===== config.mk =====
export PLATFORM = sky130hd
export DESIGN_NAME = ifu_fetch_ctrl_flat
export DESIGN_NICKNAME = d
export VERILOG_FILES = /design/src/rtl/ifu_fetch_ctrl_if.sv /design/src/rtl/ifu_fetch_ctrl.sv /design/src/flat_wrapper.sv
export SDC_FILE = /design/constraint.sdc
export NUM_CORES = 1
export LEC_CHECK = 0
export CAP_MARGIN = 20
export CORE_ASPECT_RATIO = 0.75
export CORE_MARGIN = 5
export CORE_UTILIZATION = 49
export CTS_BUF_LIST = sky130_fd_sc_hd__clkbuf_8
export CTS_CLUSTER_SIZE = 10
export DETAILED_ROUTE_END_ITERATION = 12
export PLACE_DENSITY = 0.9
export SYNTH_ARGS = -nofsm -noshare
export SYNTH_HDL_FRONTEND = slang
export SYNTH_SLANG_ARGS = --single-unit

===== constraint.sdc =====
create_clock -name clk -period 2.9 [get_ports clk]
set_clock_uncertainty 0.05 [all_clocks]
set_input_delay 0.58 -clock clk [delete_from_list [all_inputs] [get_ports clk]]
set_output_delay 0.58 -clock clk [all_outputs]
set_load 0.02 [all_outputs]

===== src/rtl/ifu_fetch_ctrl_if.sv =====
// Fetch-controller bus bundle: EXU redirect, AXI4-Lite AR/R read channels and IDU handoff.
// "master" is the fetch controller side, "slave" the memory/EXU/IDU environment side.
interface ifu_fetch_ctrl_if #(
    parameter int XLEN = 32
);
    logic            redir_valid;
    logic [XLEN-1:0] redir_pc;
    logic [XLEN-1:0] araddr;
    logic            arvalid;
    logic            arready;
    logic [XLEN-1:0] rdata;
    logic [1:0]      rresp;
    logic            rvalid;
    logic            rready;
    logic            inst_valid;
    logic            inst_ready;
    logic [XLEN-1:0] inst;
    logic [XLEN-1:0] inst_pc;
    logic            inst_fault;

    modport master (
        input  redir_valid, redir_pc, arready, rdata, rresp, rvalid, inst_ready,
        output araddr, arvalid, rready, inst_valid, inst, inst_pc, inst_fault
    );

    modport slave (
        output redir_valid, redir_pc, arready, rdata, rresp, rvalid, inst_ready,
        input  araddr, arvalid, rready, inst_valid, inst, inst_pc, inst_fault
    );
endinterface


===== src/rtl/ifu_fetch_ctrl.sv =====
// Multi-cycle instruction fetch controller: owns the PC, issues one AXI4-Lite read per
// instruction and hands each word to decode over valid/ready, honouring EXU redirects.
module ifu_fetch_ctrl #(
    parameter int              XLEN     = 32,
    parameter logic [XLEN-1:0] RESET_PC = 32'h8000_0000
) (
    input  logic                clk,
    input  logic                rst,
    ifu_fetch_ctrl_if.master    fetch_if
);
    typedef enum logic [1:0] {S_IDLE, S_REQ, S_WAIT, S_HOLD} state_t;

    state_t          r_state;
    logic [XLEN-1:0] r_pc;
    logic [XLEN-1:0] r_pend_pc;
    logic            r_drop;
    logic            r_arvalid;
    logic            r_rready;
    logic            r_inst_valid;
    logic [XLEN-1:0] r_inst;
    logic [XLEN-1:0] r_inst_pc;
    logic            r_inst_fault;

    logic [XLEN-1:0] w_redir_pc;
    logic            w_fault;
    logic            w_unused;

    assign w_redir_pc = {fetch_if.redir_pc[XLEN-1:2], 2'b00};
    assign w_fault    = (fetch_if.rresp != 2'b00);
    assign w_unused   = &{1'b0, fetch_if.redir_pc[1:0]};

    always_ff @(posedge clk) begin
        if (!rst) begin
            r_state      <= S_IDLE;
            r_pc         <= RESET_PC;
            r_pend_pc    <= '0;
            r_drop       <= 1'b0;
            r_arvalid    <= 1'b0;
            r_rready     <= 1'b0;
            r_inst_valid <= 1'b0;
            r_inst       <= '0;
            r_inst_pc    <= '0;
            r_inst_fault <= 1'b0;
        end else begin
            case (r_state)
                S_IDLE: begin
                    if (fetch_if.redir_valid) r_pc <= w_redir_pc;
                    r_arvalid <= 1'b1;
                    r_state   <= S_REQ;
                end
                S_REQ: begin
                    // Redirect cannot cancel an offered address; remember it and drop the reply.
                    if (fetch_if.redir_valid) begin
                        r_drop    <= 1'b1;
                        r_pend_pc <= w_redir_pc;
                    end
                    if (fetch_if.arready) begin
                        r_arvalid <= 1'b0;
                        r_rready  <= 1'b1;
                        r_state   <= S_WAIT;
                    end
                end
                S_WAIT: begin
                    if (fetch_if.rvalid) begin
                        r_rready <= 1'b0;
                        if (r_drop || fetch_if.redir_valid) begin
                            r_pc      <= fetch_if.redir_valid ? w_redir_pc : r_pend_pc;
                            r_drop    <= 1'b0;
                            r_arvalid <= 1'b1;
                            r_state   <= S_REQ;
                        end else begin
                            r_inst       <= w_fault ? '0 : fetch_if.rdata;
                            r_inst_pc    <= r_pc;
                            r_inst_fault <= w_fault;
                            r_inst_valid <= 1'b1;
                            r_state      <= S_HOLD;
                        end
                    end else if (fetch_if.redir_valid) begin
                        r_drop    <= 1'b1;
                        r_pend_pc <= w_redir_pc;
                    end
                end
                S_HOLD: begin
                    // A redirect in the consume cycle still retires the word but wins the PC.
                    if (fetch_if.redir_valid || fetch_if.inst_ready) begin
                        r_pc         <= fetch_if.redir_valid ? w_redir_pc : r_pc + XLEN'(4);
                        r_inst_valid <= 1'b0;
                        r_arvalid    <= 1'b1;
                        r_state      <= S_REQ;
                    end
                end
                default: r_state <= S_IDLE;
            endcase
        end
    end

    assign fetch_if.araddr     = r_pc;
    assign fetch_if.arvalid    = r_arvalid;
    assign fetch_if.rready     = r_rready;
    assign fetch_if.inst_valid = r_inst_valid;
    assign fetch_if.inst       = r_inst;
    assign fetch_if.inst_pc    = r_inst_pc;
    assign fetch_if.inst_fault = r_inst_fault;
endmodule


===== src/flat_wrapper.sv =====
// flat-port wrapper written by rule: the top's interface ports become plain ports
module ifu_fetch_ctrl_flat 
#(
    parameter int              XLEN     = 32,
    parameter logic [XLEN-1:0] RESET_PC = 32'h8000_0000
)
  (clk, rst, fetch_if_redir_valid, fetch_if_redir_pc, fetch_if_arready, fetch_if_rdata, fetch_if_rresp, fetch_if_rvalid, fetch_if_inst_ready, fetch_if_araddr, fetch_if_arvalid, fetch_if_rready, fetch_if_inst_valid, fetch_if_inst, fetch_if_inst_pc, fetch_if_inst_fault);
  ifu_fetch_ctrl_if #(.XLEN(XLEN)) fetch_if_i ();
  input  logic clk;
  input  logic rst;
  input wire logic [$bits(fetch_if_i.redir_valid)-1:0] fetch_if_redir_valid;
  input wire logic [$bits(fetch_if_i.redir_pc)-1:0] fetch_if_redir_pc;
  input wire logic [$bits(fetch_if_i.arready)-1:0] fetch_if_arready;
  input wire logic [$bits(fetch_if_i.rdata)-1:0] fetch_if_rdata;
  input wire logic [$bits(fetch_if_i.rresp)-1:0] fetch_if_rresp;
  input wire logic [$bits(fetch_if_i.rvalid)-1:0] fetch_if_rvalid;
  input wire logic [$bits(fetch_if_i.inst_ready)-1:0] fetch_if_inst_ready;
  output wire logic [$bits(fetch_if_i.araddr)-1:0] fetch_if_araddr;
  output wire logic [$bits(fetch_if_i.arvalid)-1:0] fetch_if_arvalid;
  output wire logic [$bits(fetch_if_i.rready)-1:0] fetch_if_rready;
  output wire logic [$bits(fetch_if_i.inst_valid)-1:0] fetch_if_inst_valid;
  output wire logic [$bits(fetch_if_i.inst)-1:0] fetch_if_inst;
  output wire logic [$bits(fetch_if_i.inst_pc)-1:0] fetch_if_inst_pc;
  output wire logic [$bits(fetch_if_i.inst_fault)-1:0] fetch_if_inst_fault;
  assign fetch_if_i.redir_valid = fetch_if_redir_valid;
  assign fetch_if_i.redir_pc = fetch_if_redir_pc;
  assign fetch_if_i.arready = fetch_if_arready;
  assign fetch_if_i.rdata = fetch_if_rdata;
  assign fetch_if_i.rresp = fetch_if_rresp;
  assign fetch_if_i.rvalid = fetch_if_rvalid;
  assign fetch_if_i.inst_ready = fetch_if_inst_ready;
  assign fetch_if_araddr = fetch_if_i.araddr;
  assign fetch_if_arvalid = fetch_if_i.arvalid;
  assign fetch_if_rready = fetch_if_i.rready;
  assign fetch_if_inst_valid = fetch_if_i.inst_valid;
  assign fetch_if_inst = fetch_if_i.inst;
  assign fetch_if_inst_pc = fetch_if_i.inst_pc;
  assign fetch_if_inst_fault = fetch_if_i.inst_fault;
  ifu_fetch_ctrl #(.XLEN(XLEN), .RESET_PC(RESET_PC)) u_core (.clk(clk), .rst(rst), .fetch_if(fetch_if_i));
endmodule

==> out/summary.txt <==
DRC Markers -> 0
TNS Setup -> 0 ns
Die H -> 106 um
syn_nets -> 820
hold path depth -> 2
status -> complete, no violations
initial antenna violation count -> 0
Setup Buffers After CTS -> 0
crit path launch type -> flop
post_cts resized -> 0
Max VDD drop -> 0.485 mV
Cell variety after synth -> 66
GRT Residual Overflow -> 0
commonest non-fill, non-tap cell in the layout -> clkdlybuf4s50_1
Slew @ Worst Pin -> 0.671 ns
Final nets -> 976
clk_lat worst skew -> 0.44 ns
CP Max Fanout -> 30
crit path kind -> flop to flop
Leakage -> 2.99 nW
Max clock buf depth -> 2
TritonRoute pass-1 iters -> 8
Final Hold Violating Endpoints -> 0
Avg WL per Cell -> 17.1 um
n_diodes -> 0
Power Density -> 566 nW/um^2
Mean Syn Cell Area -> 8.06 um^2
antenna viol nets, final -> 0
final RePlAce weighted congestion -> 0.876
most frequent cells in the layout -> clkdlybuf4s50_1 (169), nand2_1 (151), dfxtp_1 (135)
min Tclk post-route -> 2.58 ns
fin util -> 0.685
detailed placement HPWL -> 12.4 mm
Top FF cell, synth -> dfxtp_1
EDFF count, synth -> 0
Async SR Flop Fraction -> 0
TritonCTS Sinks -> 135
Reg clk slew, reported paths -> 0.07 ns
Total GRT Usage -> 0.252
Root Driver -> clkbuf_8
number of fill cells -> 938
Initial Util -> 0.493
layout cells sized above 1 -> 0.0891
Rows -> 35
unrepaired setup endpoints after global routing -> false
reg2reg path depth -> 9
CTS Buf Count -> 17
Max Clk Rate -> 0.387 GHz
first-pass GRT wire length -> 29.4 mm
top cells by area, synth -> dfxtp_1 (45%), nand2_1 (9.5%), a21oi_1 (7.7%)
relative slew slack -> 0.550
Syn Inst Count -> 742
Min-Delay Path Class -> flop to flop
routed wire length -> 18.4 mm
crit end category -> flop
I/O pins -> 172
CTS H-tree depth -> 4
dpl cells -> 1045
drt initial violations -> 921
hold buffer count at CTS -> 0
Port Buffer Count -> 169
FF+latch count, synth -> 135
Yosys top cell by area -> dfxtp_1
largest net degree at the start of global routing -> 80
sequential share of the synthesized area -> 0.452
Final period util -> 0.890
Cell Count, Final, Fillers Out -> 1075
Synth-to-Final Area Change -> 39.0%
Yosys warnings -> 0
routed vias/inst -> 5.77
Synth top area share -> 0.452
worst path required time -> 3.23 ns
die area -> 14500 um^2
die width -> 138 um
max-cap viol count -> 0
Pins Over Slew Limit -> 0
final-report setup violation count -> 0
CTS tree -> done
Worst Path Arrival -> 2.91 ns
Mapped Area -> 5980 um^2
vias in the first global route -> 5879
via count -> 6205
core area -> 12100 um^2
Fin Hold WS -> 0.404 ns
routing by layer:
layer | global-route usage | routed length, um | vias to the layer above
met5 | 0 | 0 | -
met4 | 0.0755 | 274 | 0
met3 | 0.0763 | 1900 | 30
met2 | 0.395 | 8510 | 333
met1 | 0.332 | 7680 | 2905
li1 | - | - | 2937
metrics by stage:
step	worst slack, ns	cell area, um^2	power [mW]
floorplan	0.691	5980	2.59
finish	0.318	8310	4.71
global placement	0.212	7870	2.98
CTS	0.351	8310	4.71
global route	0.204	8310	4.90
detailed placement	0.193	7870	3.00
state kept, by name, summed over array words and instances, names as in the netlist:
| register | cells |
|---|---|
| u_core.r_pend_pc | 32 |
| u_core.fetch_if.inst_fault | 1 |
| u_core.fetch_if.araddr | 32 |
| u_core.fetch_if.inst_pc | 32 |
| u_core.fetch_if.inst | 32 |
| u_core.fetch_if.rready | 1 |
| u_core.fetch_if.inst_valid | 1 |
| u_core.fetch_if.arvalid | 1 |
| u_core.r_state | 2 |
| u_core.r_drop | 1 |
worst paths after layout:
kind | endpoint | slack, ns | startpoint
max reg2reg | u_core.fetch_if.araddr[27] | 0.32 | u_core.r_state[0]
min | u_core.fetch_if.inst_pc[3] | 0.40 | u_core.fetch_if.inst_pc[3]
min reg2reg | u_core.fetch_if.inst_pc[3] | 0.40 | u_core.fetch_if.inst_pc[3]
max | u_core.fetch_if.araddr[27] | 0.32 | u_core.r_state[0]
Yosys cell counts, types with 9 or more instances:
cell and n:
nor2_1 64, nand4_1 11, a31oi_1 9, a21oi_1 92
a22oi_1 50, dfxtp_1 135, nand2_1 151, clkbuf_1 44
nor3_1 13, o21ai_0 27, nand3_1 15
logic make-up after synthesis:
group	share of synthesized area
buffers and inverters	0.0519
muxes	0.00879
xor gates and xnor gates	0.00293
and+or+nand+nor	0.219
DFF	0.452
adders and majority gates	0.0126
AOI/OAI and AO/OA	0.253
where the power goes:
| part | switching [mW] | total [mW] | internal [mW] |
|---|---|---|---|
| clock network | 0.708 | 1.72 | 1.02 |
| registers | 0.159 | 2.12 | 1.96 |
| logic | 0.463 | 0.860 | 0.398 |
| total | 1.33 | 4.71 | 3.38 |
critical path, cell delays in order (launching register included):
cell and delay, ns:
dfxtp_1 0.41, inv_1 0.09, ha_1 0.28, nor3b_2 0.21, a2111oi_4 0.44, buf_4 0.19, nand2_2 0.06, buf_4 0.24
nor4_1 0.37, o31a_1 0.19
area by class of cell:
cell class / count / area [um^2] / share of cell area
well taps: 166 / 208 / 0.0250
repair buffers: 197 / 1940 / 0.233
clock buffers: 21 / 289 / 0.0348
inverters: 9 / 35.0 / 0.00422
flip-flops and latches: 135 / 2700 / 0.325
multi-input cells: 538 / 2990 / 0.360
clock inverters: 9 / 148 / 0.0178
Power figures use the tool's default switching activity.
